### src/rtl/spi_fetch_arbiter_pkg.sv
// Shared constants and encodings for the SPI flash fetch/data-read arbiter.
package spi_fetch_arbiter_pkg;

  localparam logic [7:0] SPI_OP_READ = 8'h03;
  localparam logic [5:0] NBITS_FETCH = 6'd48;
  localparam logic [5:0] NBITS_DATA  = 6'd40;

  typedef enum logic [2:0] {
    ST_IDLE,
    ST_CMD,
    ST_ADDR,
    ST_DATA,
    ST_DONE
  } state_t;

  typedef enum logic {
    GNT_IF,
    GNT_DR
  } grant_t;

endpackage

### src/rtl/spi_shift_engine.sv
// SPI mode-0 bit sequencer: CLK_DIV divider, sclk phase, 40-bit transmit and
// 16-bit receive shift registers and bit counter for one read transaction.
module spi_shift_engine #(
  parameter int unsigned CLK_DIV = 1
) (
  input  logic        clk,
  input  logic        rst,
  input  logic        i_start,
  input  logic [5:0]  i_nbits,
  input  logic [39:0] i_tx,
  input  logic        i_miso,
  output logic        o_sclk,
  output logic        o_mosi,
  output logic        o_bit_end,
  output logic [5:0]  o_bit_idx,
  output logic        o_done,
  output logic [15:0] o_rx
);

  localparam logic [3:0] DIV_MAX = 4'(CLK_DIV - 1);

  logic        r_active;
  logic        r_phase;
  logic [3:0]  r_div;
  logic [5:0]  r_bit;
  logic [5:0]  r_last;
  logic [39:0] r_tx;
  logic [15:0] r_rx;
  logic        r_done;
  logic        w_half_end;

  assign w_half_end = r_active && (r_div == DIV_MAX);
  assign o_bit_end  = w_half_end && r_phase;
  assign o_sclk     = r_active && r_phase;
  assign o_mosi     = r_tx[39];
  assign o_bit_idx  = r_bit;
  assign o_done     = r_done;
  assign o_rx       = r_rx;

  always_ff @(posedge clk or posedge rst) begin
    if (rst) begin
      r_active <= 1'b0;
      r_phase  <= 1'b0;
      r_div    <= '0;
      r_bit    <= '0;
      r_last   <= '0;
      r_tx     <= '0;
      r_rx     <= '0;
      r_done   <= 1'b0;
    end else begin
      r_done <= 1'b0;
      if (i_start && !r_active) begin
        r_active <= 1'b1;
        r_phase  <= 1'b0;
        r_div    <= '0;
        r_bit    <= '0;
        r_last   <= i_nbits - 6'd1;
        r_tx     <= i_tx;
        r_rx     <= '0;
      end else if (r_active) begin
        if (!w_half_end) begin
          r_div <= r_div + 4'd1;
        end else begin
          r_div   <= '0;
          r_phase <= ~r_phase;
          // miso is sampled on the edge that ends the high half of each bit
          if (r_phase) begin
            r_rx <= {r_rx[14:0], i_miso};
            r_tx <= {r_tx[38:0], 1'b0};
            if (r_bit == r_last) begin
              r_active <= 1'b0;
              r_done   <= 1'b1;
            end else begin
              r_bit <= r_bit + 6'd1;
            end
          end
        end
      end
    end
  end

endmodule

### src/rtl/spi_fetch_arbiter.sv
// Arbitrates instruction-fetch and data-read ports onto one SPI flash and
// sequences a 0x03 read transaction for the granted port.
module spi_fetch_arbiter
  import spi_fetch_arbiter_pkg::*;
#(
  parameter int unsigned CLK_DIV   = 1,
  parameter logic [23:0] DATA_BASE = 24'h010000
) (
  input  logic        clk,
  input  logic        rst,
  input  logic        if_req,
  input  logic [15:0] if_addr,
  output logic        if_ready,
  output logic [15:0] if_rdata,
  input  logic        dr_req,
  input  logic [7:0]  dr_addr,
  output logic        dr_ready,
  output logic [7:0]  dr_rdata,
  output logic        busy,
  output logic        spi_cs_n,
  output logic        spi_sclk,
  output logic        spi_mosi,
  output logic        spi_mosi_oe,
  input  logic        spi_miso
);

  state_t      r_state;
  state_t      w_next;
  grant_t      r_gnt;
  grant_t      w_gnt;
  logic        w_start;
  logic [23:0] w_addr;
  logic [5:0]  w_nbits;
  logic        w_sclk;
  logic        w_mosi;
  logic        w_bit_end;
  logic [5:0]  w_bit_idx;
  logic        w_done;
  logic [15:0] w_rx;
  logic [15:0] r_if_rdata;
  logic [7:0]  r_dr_rdata;

  // r_gnt doubles as last_grant once the transaction finishes
  always_comb begin
    w_gnt = r_gnt;
    if (if_req && dr_req) begin
      w_gnt = (r_gnt == GNT_DR) ? GNT_IF : GNT_DR;
    end else if (if_req) begin
      w_gnt = GNT_IF;
    end else if (dr_req) begin
      w_gnt = GNT_DR;
    end
    w_start = (r_state == ST_IDLE) && (if_req || dr_req);
    w_addr  = (w_gnt == GNT_IF) ? {7'b0, if_addr, 1'b0}
                                : DATA_BASE + {16'b0, dr_addr};
    w_nbits = (w_gnt == GNT_IF) ? NBITS_FETCH : NBITS_DATA;
  end

  spi_shift_engine #(
    .CLK_DIV(CLK_DIV)
  ) u_engine (
    .clk      (clk),
    .rst      (rst),
    .i_start  (w_start),
    .i_nbits  (w_nbits),
    .i_tx     ({SPI_OP_READ, w_addr, 8'h00}),
    .i_miso   (spi_miso),
    .o_sclk   (w_sclk),
    .o_mosi   (w_mosi),
    .o_bit_end(w_bit_end),
    .o_bit_idx(w_bit_idx),
    .o_done   (w_done),
    .o_rx     (w_rx)
  );

  always_ff @(posedge clk or posedge rst) begin
    if (rst) begin
      r_state    <= ST_IDLE;
      r_gnt      <= GNT_DR;
      r_if_rdata <= '0;
      r_dr_rdata <= '0;
    end else begin
      r_state <= w_next;
      if (w_start) r_gnt <= w_gnt;
      // captured on the edge entering DONE so rdata is valid with ready
      if (r_state == ST_DATA && w_done) begin
        if (r_gnt == GNT_IF) r_if_rdata <= w_rx;
        else                 r_dr_rdata <= w_rx[7:0];
      end
    end
  end

  always_comb begin
    w_next      = r_state;
    spi_cs_n    = 1'b1;
    spi_mosi_oe = 1'b0;
    busy        = 1'b1;
    if_ready    = 1'b0;
    dr_ready    = 1'b0;
    case (r_state)
      ST_IDLE: begin
        busy = 1'b0;
        if (w_start) w_next = ST_CMD;
      end
      ST_CMD: begin
        spi_cs_n    = 1'b0;
        spi_mosi_oe = 1'b1;
        if (w_bit_end && w_bit_idx == 6'd7) w_next = ST_ADDR;
      end
      ST_ADDR: begin
        spi_cs_n    = 1'b0;
        spi_mosi_oe = 1'b1;
        if (w_bit_end && w_bit_idx == 6'd31) w_next = ST_DATA;
      end
      ST_DATA: begin
        spi_cs_n = 1'b0;
        if (w_done) w_next = ST_DONE;
      end
      ST_DONE: begin
        if_ready = (r_gnt == GNT_IF);
        dr_ready = (r_gnt == GNT_DR);
        w_next   = ST_IDLE;
      end
      default: w_next = ST_IDLE;
    endcase
  end

  assign spi_sclk = w_sclk;
  assign spi_mosi = spi_mosi_oe && w_mosi;
  assign if_rdata = r_if_rdata;
  assign dr_rdata = r_dr_rdata;

endmodule

### config.mk
export PLATFORM = sky130hd
export DESIGN_NAME = spi_fetch_arbiter
export DESIGN_NICKNAME = d
export VERILOG_FILES = /design/src/rtl/spi_fetch_arbiter_pkg.sv /design/src/rtl/spi_shift_engine.sv /design/src/rtl/spi_fetch_arbiter.sv
export SDC_FILE = /design/constraint.sdc
export NUM_CORES = 1
export LEC_CHECK = 0
export BUFFER_PORTS_ARGS = -buffer_cell sky130_fd_sc_hd__buf_4
export CAP_MARGIN = 0
export CELL_PAD_IN_SITES_DETAIL_PLACEMENT = 0
export CELL_PAD_IN_SITES_GLOBAL_PLACEMENT = 1
export CORE_MARGIN = 2
export CORE_UTILIZATION = 44
export DETAILED_ROUTE_END_ITERATION = 8
export HOLD_SLACK_MARGIN = 0.06
export PLACE_DENSITY = 0.84
export SYNTH_ARGS = -nofsm -noshare
export SYNTH_HDL_FRONTEND = slang
export SYNTH_SLANG_ARGS = --single-unit
### constraint.sdc
create_clock -name clk -period 3.3 [get_ports clk]
set_clock_uncertainty 0.1 [all_clocks]
set_input_delay 0.165 -clock clk [delete_from_list [all_inputs] [get_ports clk]]
set_output_delay 0.165 -clock clk [all_outputs]
set_load 0.01 [all_outputs]
==> metrics.cfg, run 1 <==
[logic_synthesis]
synth_cell_type_count = 47
synth_flop_cell = dfrtp_1
netlist_area_mm2 = 0.00409
yosys-top-cells-count = dfrtp_1 (90), nand2_1 (89), a21oi_1 (37), mux2_2 (24), inv_1 (16)
ys_seq_area_frac = 0.557
synth.most_common_cell = dfrtp_1
synth_top_cell_by_area = dfrtp_1
synth-edff-count = 0
synthTopCellsByArea = dfrtp_1 (55%), nand2_1 (8.2%), mux2_2 (6.6%), a21oi_1 (4.5%), mux2i_1 (2.7%)
ys_ff_latch = 91
yosysTopAreaCellShare = 0.550
synth-async-reset-ratio = 1.00
syn_area_per_cell_um2 = 10.4
synthCells = 392
synth_fp_nets = 424
yosys_warnings = 0

[drt]
viasPerCell = 5.21
routed_wl_mm = 8.00
num_vias = 3066
drc = 0
drt-initial-drc-count = 181
dr.pass1.iters = 4
ant_nets = 0
wire_per_inst_um = 13.6

[sta]
finalSetupViolations = 0
hold_viol = 0
fmaxAchievable_mhz = 369
rsz0062_at_grt = no
slew_violations = 0
final.setup.tns_ns = 0
setup_slack_ns = 0.593
period_share = 0.820
min_period_ns = 2.71
slew-limit-headroom = 0.485
worst_pin_slew_ns = 0.770

[setup_path]
path_max_fanout = 30
critPathSlowestCell = dlygate4sd3_1
crit_required_ns = 3.43
crit_family = simple AND/OR/NAND/NOR gates
cpPeakStageDelay_ns = 0.58
crit_path_end_kind = flip-flop
path_cells = inv_1, ha_1, and4bb_2, nand2_2, mux2i_1, o221ai_1, dlygate4sd3_1
crit_path_start_kind = flip-flop
path_buf_inv = 2
regToRegStartpoint = u_engine.r_div[0]
ff2ff_setup_slack_ns = 0.59
crit_start = u_engine.r_div[0]
critical_path_class = flip-flop to flip-flop
cp.arrival_ns = 2.84

[clock_network]
ctsResizeCount = 0
cts_root_buf = clkbuf_8
cts_buffers = 9
clk_latency_ns = 0.35
numClockSinks = 91
ctsHoldBuffers = 28
cts_tree = yes
cts.htree.levels = 3
clk_path_buf_depth = 2
clk_pin_slew_ns = 0.09
post_cts_buffers = 0

[finish]
syn_to_final_growth_pct = 24.2
num_antenna_cells = 0
n_fill_cell = 802
drive_above_1_share = 0.255
final_nets = 505

[placed_design]
place.gp.congestion = 0.809
port-buffer-count = 59
post-dp-hpwl_mm = 5.31
dp_worst_setup_slack_ns = 1.05

[outcome]
status = finished clean

[pwr]
p_leak_uw = 0.00246
totalPowerFinal_uw = 2020
p_per_area_mw_per_mm2 = 398
max-vdd-ir-drop_mv = 0.306

[floorplan]
ios = 60
initial_core_util = 0.447
dieArea_mm2 = 0.0101
coreArea_mm2 = 0.00915
die-width_um = 100
chipHeight_um = 100
row_count = 35

[min_path]
min_path_type = primary input to flip-flop
hp-start = dr_req

[grt]
grt_max_degree = 42
antenna_found_initial = 0
grt_use_total = 0.171
grt_pass1_vias = 2957
grt-ovfl-total = 0
grt_pass1_wl_mm = 13.8

[run]
drv_cap = 0

[flip-flops by register name, indices dropped and copies added (netlist names)]
register,flops
u_engine.o_rx,16
u_engine.r_last,2
u_engine.r_phase,1
u_engine.o_bit_idx,6
u_engine.r_div,4
r_state,3
u_engine.r_active,1
if_rdata,16
r_gnt,1
dr_rdata,8
u_engine.o_done,1
u_engine.r_tx,32
[worst register-to-register path, stage by stage, from the launching register on]
cell and delay, ns:
dfrtp_1 0.42, inv_1 0.06, ha_1 0.20, and4bb_2 0.28, nand2_2 0.51, mux2i_1 0.29
o221ai_1 0.15, dlygate4sd3_1 0.58
[layout make-up]
| type | instances | area (um2) | share of cell area |
|---|---|---|---|
| sequential | 91 | 2280 | 0.448 |
| multi-input combinational | 260 | 1600 | 0.315 |
| timing repair buffer | 94 | 776 | 0.153 |
| tap | 111 | 139 | 0.0273 |
| clock buffer | 9 | 124 | 0.0244 |
| clock inverter | 7 | 100 | 0.0197 |
| inverter | 17 | 65.1 | 0.0128 |
[cell usage in the layout, fill, tap and decap left out, types with 2 or more instances in the layout]
cell	n
mux2_2	24
o211ai_1	3
and3_1	3
clkbuf_8	9
nor3_2	2
ha_1	3
o2111ai_1	2
buf_4	66
o21ai_0	14
o221ai_1	7
a21oi_1	37
a2bb2oi_1	8
nand2_2	3
dfrtp_1	90
a31oi_1	3
clkinv_4	2
clkinv_2	2
bufinv_16	2
xnor2_1	2
inv_1	15
or2_2	3
or3_1	3
inv_6	2
nand3_1	11
dlygate4sd3_1	28
and2_1	4
mux2i_1	11
nor2_1	8
nand2b_1	3
nand2_1	89
[cell families (layout without fill, tap and decap cells)]
| group | after synthesis | in the layout | synth area share |
|---|---|---|---|
| and+or+nand+nor | 139 | 139 | 0.161 |
| DFF | 91 | 91 | 0.557 |
| AOI/OAI and AO/OA | 80 | 80 | 0.122 |
| buffers and inverters | 41 | 127 | 0.0520 |
| muxes | 35 | 35 | 0.0929 |
| adders and majority gates | 3 | 3 | 0.00917 |
| xor gates and xnor gates | 3 | 3 | 0.00642 |
[worst paths after layout]
check                                     end  cells after the start
max in group asynchronous   u_engine.r_tx[14]                      4
hold reg to reg            u_engine.r_last[2]                      1
setup / recovery             u_engine.r_tx[9]                      7
hold / removal                     r_state[0]                      4
setup reg to reg             u_engine.r_tx[9]                      7
min in group asynchronous         dr_rdata[6]                      3
[through the flow]
step / util / std cells / hold WS, ns / area [um2]
2_1_floorplan: - / 392 / 0.128 / 4090
3_3_place_gp: 0.500 / 545 / 0.106 / 4580
3_5_place_dp: 0.500 / 545 / 0.124 / 4580
4_1_cts: 0.556 / 589 / 0.144 / 5080
5_1_grt: 0.556 / 589 / 0.182 / 5080
6_report: 0.556 / 589 / 0.154 / 5080
[routing by layer]
metal  routed length, um  share of wire  global-route usage  up-vias
met5                   0              0                   0        -
met4                 129          0.016              0.0611        0
met3                 286          0.036              0.0298       11
met2                3870           0.48               0.275       65
met1                3710           0.46               0.236     1482
li1                    -              -                   -     1508
[power breakdown]
group | switching [uW] | leakage [uW] | internal (uW)
registers | 0 | 0.00102 | 1110
clock network | 404 | 0.000114 | 434
logic | 32.2 | 0.00132 | 39.1
Power figures use the tool's default switching activity.
==> run 2: changes to the inputs <==
==> constraint.sdc (replaced) <==
create_clock -name clk -period 2.68 [get_ports clk]
set_clock_uncertainty 0.1 [all_clocks]
set_input_delay 0.134 -clock clk [delete_from_list [all_inputs] [get_ports clk]]
set_output_delay 0.134 -clock clk [all_outputs]
set_load 0.01 [all_outputs]
==> metrics.cfg, run 2 (synthesis gave the netlist of run 1 again) <==
[outcome]
status = finished clean

[setup_path]
crit_required_ns = 2.85
path_max_fanout = 32
crit_path_end_kind = flip-flop
critPathSlowestCell = nand2_2
crit_path_start_kind = flip-flop
cp.arrival_ns = 2.43
critical_path_class = flip-flop to flip-flop
path_buf_inv = 2
crit_family = simple AND/OR/NAND/NOR gates
cpPeakStageDelay_ns = 0.51
path_cells = inv_1, ha_1, and4bb_2, nand2_2, buf_4, nand2_1, a21oi_1

[drt]
dr.pass1.iters = 5
viasPerCell = 5.17
wire_per_inst_um = 13.5
routed_wl_mm = 7.95
met2_length_mm = 3.91
ant_nets = 0
drc = 0
num_vias = 3041
met3WireLength_um = 242
drt-initial-drc-count = 163
wl_met1_mm = 3.70
top_layer = met4

[floorplan]
die-width_um = 100
dieArea_mm2 = 0.0101
chipHeight_um = 100
coreArea_mm2 = 0.00915
row_count = 35
ios = 60
initial_core_util = 0.447

[grt]
grt_pass1_vias = 3044
grt_max_degree = 63
grt-ovfl-total = 0
antenna_found_initial = 0
grt_pass1_wl_mm = 14.0
grt_use_total = 0.173

[finish]
final_cell_count_no_fill = 588
num_antenna_cells = 0
layout_common_cells = dfrtp_1 (90), nand2_1 (89), buf_4 (64)
drive_above_1_share = 0.254
n_fill_cell = 815
largest_reg_flops = 32
largest_register = u_engine.r_tx
final_nets = 504
final_common_cell = dfrtp_1
ff_latch_area_mm2 = 0.00228
design_area_mm2 = 0.00506
multi_input_area_mm2 = 0.00160
syn_to_final_growth_pct = 23.5

[clock_network]
clk_pin_slew_ns = 0.09
cts_tree = yes
clk_latency_ns = 0.35
cts.htree.levels = 3
cts_root_buf = clkbuf_8
numClockSinks = 91
cts_buffers = 9
clk_path_buf_depth = 2
ctsResizeCount = 0

[min_path]
min_path_type = primary input to flip-flop

[sta]
fmaxAchievable_mhz = 442
slew_violations = 0
finalSetupViolations = 0
min_period_ns = 2.26
hold_viol = 0
period_share = 0.844
slew-limit-headroom = 0.556
worst_pin_slew_ns = 0.663
final.setup.tns_ns = 0
rsz0062_at_grt = no
fin_hold_ws_ns = 0.129

[placed_design]
place.gp.congestion = 0.757
dpl_cell_area_mm2 = 0.00459
port-buffer-count = 59
dp.cells = 544
post-dp-hpwl_mm = 5.04

[run]
drv_cap = 0

[pwr]
max-vdd-ir-drop_mv = 0.298
p_leak_uw = 0.00245
p_per_area_mw_per_mm2 = 469

## run 2: cell types whose count changed in the layout (fill, tap and decap cells not counted), sizes merged
cell and delta:
buf -1, bufinv -2, inv +3, clkinvlp +2
clkinv -3
## run 2: final timing paths
kind,startpoint,end,slack [ns],cells past startpoint
worst max register to register,u_engine.r_div[0],u_engine.r_tx[39],0.42,7
max in group asynchronous,rst,u_engine.o_rx[0],1.53,4
worst min-delay path,dr_req,r_state[0],0.13,4
worst min register to register,u_engine.r_tx[31],u_engine.r_tx[32],0.41,2
min in group asynchronous,rst,dr_rdata[6],0.25,3
worst max-delay path,u_engine.r_div[0],u_engine.r_tx[39],0.42,7
## run 2: layer usage
layer / track usage / up-vias
li1: - / 1498
met1: 0.232 / 1473
met2: 0.283 / 62
met3: 0.0312 / 8
met4: 0.0643 / 0
met5: 0 / -
## run 2: what timing repair did
| action | 4_1_cts | 5_1_grt |
|---|---|---|
| setup endpoints to repair | 0 | 0 |
| hold endpoints to repair | 48 | 0 |
| hold buffers | 28 | 0 |
| setup buffers | 0 | 0 |
## run 2: where the power goes
part / switching, uW / total [uW] / internal (uW)
Clock: 536 / 900 / 363
Combinational: 42.0 / 98.0 / 55.9
Sequential: 0 / 1370 / 1370
## run 2: layout make-up
cell class / count / area share
clock buffers: 9 / 0.0245
clock inverters: 7 / 0.0131
flip-flops and latches: 91 / 0.451
well taps: 111 / 0.0275
inverters: 17 / 0.0129
multi-input cells: 260 / 0.317
repair buffers: 93 / 0.154
## run 2: metrics by stage
stage / util / total power [uW] / worst slack [ns]
2_1_floorplan: - / 1420 / 0.0840
5_1_grt: 0.552 / 2460 / 0.243
4_1_cts: 0.552 / 2400 / 0.401
3_5_place_dp: 0.501 / 1470 / 0.429
3_3_place_gp: 0.501 / 1470 / 0.517
6_report: 0.552 / 2370 / 0.419
## run 2: worst register-to-register path, cell delays in order (launching register included)
cell	delay [ns]
dfrtp_1	0.42
inv_1	0.06
ha_1	0.21
and4bb_2	0.29
nand2_2	0.51
buf_4	0.36
nand2_1	0.09
a21oi_1	0.15
==> run 3: changes to the inputs <==
--- a/config.mk
+++ b/config.mk
@@ -5,15 +5,16 @@
 export SDC_FILE = /design/constraint.sdc
 export NUM_CORES = 1
 export LEC_CHECK = 0
+export ABC_AREA = 1
 export BUFFER_PORTS_ARGS = -buffer_cell sky130_fd_sc_hd__buf_4
 export CAP_MARGIN = 0
 export CELL_PAD_IN_SITES_DETAIL_PLACEMENT = 0
 export CELL_PAD_IN_SITES_GLOBAL_PLACEMENT = 1
 export CORE_MARGIN = 2
-export CORE_UTILIZATION = 44
+export CORE_UTILIZATION = 38
 export DETAILED_ROUTE_END_ITERATION = 8
 export HOLD_SLACK_MARGIN = 0.06
-export PLACE_DENSITY = 0.84
+export PLACE_DENSITY = 0.8
 export SYNTH_ARGS = -nofsm -noshare
 export SYNTH_HDL_FRONTEND = slang
 export SYNTH_SLANG_ARGS = --single-unit
==> constraint.sdc (replaced) <==
create_clock -name clk -period 2.05 [get_ports clk]
set_clock_uncertainty 0.1 [all_clocks]
set_input_delay 0.1025 -clock clk [delete_from_list [all_inputs] [get_ports clk]]
set_output_delay 0.1025 -clock clk [all_outputs]
set_load 0.01 [all_outputs]
==> metrics.cfg, run 3 <==
[finish]
drive_above_1_share = 0.183
syn_to_final_growth_pct = 27.6
largest_reg_flops = 32
num_antenna_cells = 0
largest_register = u_engine.r_tx
layout_common_cells = nand2_1 (132), dfrtp_1 (90), buf_4 (70)
final_cell_count_no_fill = 694
final_nets = 585
final_common_cell = nand2_1
final_util = 0.498

[sta]
min_period_ns = 1.87
fin_hold_ws_ns = 0.0851
period_share = 0.913
slew_violations = 0
final.setup.tns_ns = 0
hold_viol = 0
slew-limit-headroom = 0.519
worst_pin_slew_ns = 0.721
fmaxAchievable_mhz = 534
rsz0062_at_grt = no
finalSetupViolations = 0

[pwr]
clkPwrFrac = 0.371
seqPwrFrac = 0.577
p_per_area_mw_per_mm2 = 615
power.switching_uw = 733
p_comb_frac = 0.053
max-vdd-ir-drop_mv = 0.286
switching_share = 0.233
p_int_uw = 2410
totalPowerFinal_uw = 3140
p_leak_uw = 0.00264

[grt]
grt-ovfl-total = 0
grt_max_degree = 41
grt_pass1_vias = 3262
grt_pass1_wl_mm = 15.3
antenna_found_initial = 0
grt_use_total = 0.167

[floorplan]
initial_core_util = 0.390
chipHeight_um = 107
dieArea_mm2 = 0.0114
ios = 60
coreArea_mm2 = 0.0103
row_count = 37
die-width_um = 107

[setup_path]
path_max_fanout = 28
crit_required_ns = 2.19
critical_path_class = flip-flop to flip-flop
crit_path_end_kind = flip-flop
cpPeakStageDelay_ns = 0.39
path_cells = inv_1, ha_1, nand2_2, inv_2, nand2_4, nor2_8, nor2_4, inv_2, buf_12, o21ai_0
cp.arrival_ns = 2.01
crit_top_cell = inv_2
crit_path_start_kind = flip-flop
critPathSlowestCell = dfrtp_1

[min_path]
min_path_type = primary input to flip-flop

[logic_synthesis]
synth-edff-count = 0
synth_fp_nets = 494
yosys_warnings = 0
yosys-top-cells-count = nand2_1 (132), dfrtp_1 (90), inv_1 (54), nand3_1 (38), o21ai_0 (33)
synth_cell_type_count = 31
synth.most_common_cell = nand2_1
synth-async-reset-ratio = 1.00
synth_flop_cell = dfrtp_1
syn_area_per_cell_um2 = 8.68
ys_seq_area_frac = 0.568
netlist_area_mm2 = 0.00401
ys_ff_latch = 91
yosysTopAreaCellShare = 0.562
synthTopCellsByArea = dfrtp_1 (56%), nand2_1 (12%), inv_1 (5.1%), nand3_1 (4.7%), o21ai_0 (4.1%)
synth_top_cell_by_area = dfrtp_1
synthCells = 462

[clock_network]
ctsResizeCount = 0
clk_path_buf_depth = 2
clk_latency_ns = 0.36
ctsHoldBuffers = 26
cts_root_buf = clkbuf_8
cts.htree.levels = 3
post_cts_buffers = 0
clk_pin_slew_ns = 0.09
cts_tree = yes
cts_buffers = 9
numClockSinks = 91

[drt]
drt-initial-drc-count = 122
num_vias = 3290
drc = 0
dr.pass1.iters = 4
viasPerCell = 4.74
wire_per_inst_um = 12.9
routed_wl_mm = 8.93
ant_nets = 0

[placed_design]
port-buffer-count = 59
post-dp-hpwl_mm = 6.00
place.gp.congestion = 0.835
dp.cells = 652

[run]
drv_cap = 0

[outcome]
status = finished clean

-- run 3: area by class of cell --
cell class / count / area [um2]
clock inverter: 4 / 32.5
multi-input combinational: 293 / 1410
inverter: 59 / 225
tap: 136 / 170
clock buffer: 12 / 155
sequential: 91 / 2280
timing repair buffer: 99 / 846
fill: 996 / 5160
-- run 3: cell families (layout without fill, tap and decap cells) --
logic type                 Yosys count  in the layout  synth area share
adders and majority gates            3              3           0.00936
DFF                                 91             91             0.568
buffers and inverters               78            174            0.0805
and+or+nand+nor                    220            220             0.243
xor gates and xnor gates             1              1           0.00219
AOI/OAI and AO/OA                   69             69            0.0964
-- run 3: metrics by stage --
step,setup WS [ns],cell area (um2)
floorplan,0.413,4010
global placement,0.272,4670
detailed placement,0.202,4670
CTS,0.183,5110
global route,0.0217,5110
finish,0.178,5110
-- run 3: worst max-delay path: cells and delay by family (launching register included) --
kind                     cells  cell delay (ns)
AO/OA/AOI/OAI                1             0.10
adder cells (fa/ha/maj)      1             0.19
buffers and inverters        4             0.46
flip-flops                   1             0.39
AND/OR/NAND/NOR              4             0.51
-- run 3: worst paths after layout --
path | startpoint | endpoint | slack [ns] | depth (start not counted)
setup / recovery | u_engine.r_div[0] | u_engine.r_tx[37] | 0.18 | 10
hold / removal | dr_req | r_state[1] | 0.09 | 5
setup reg to reg | u_engine.r_div[0] | u_engine.r_tx[37] | 0.18 | 10
hold reg to reg | u_engine.r_tx[16] | u_engine.r_tx[16] | 0.38 | 2
max in group asynchronous | rst | u_engine.o_rx[5] | 0.94 | 4
min in group asynchronous | rst | u_engine.r_tx[20] | 0.30 | 3
-- run 3: power groups by stage --
| stage | Combinational [uW] | Sequential (uW) | Clock, uW |
|---|---|---|---|
| 2_1_floorplan | 54.6 | 1850 | 0 |
| 3_3_place_gp | 126 | 1850 | 0 |
| 3_5_place_dp | 130 | 1850 | 0 |
| 4_1_cts | 169 | 1810 | 1200 |
| 5_1_grt | 186 | 1820 | 1270 |
| 6_report | 165 | 1810 | 1170 |
-- run 3: routing by layer --
layer  global-route usage  vias to the layer above  share of wire  routed length (um)
met5                    0                        -              0                   0
met3               0.0261                       15          0.034                 300
met2                0.264                       61           0.47                4160
met4               0.0696                        0          0.018                 161
li1                     -                     1682              -                   -
met1                0.231                     1532           0.48                4300
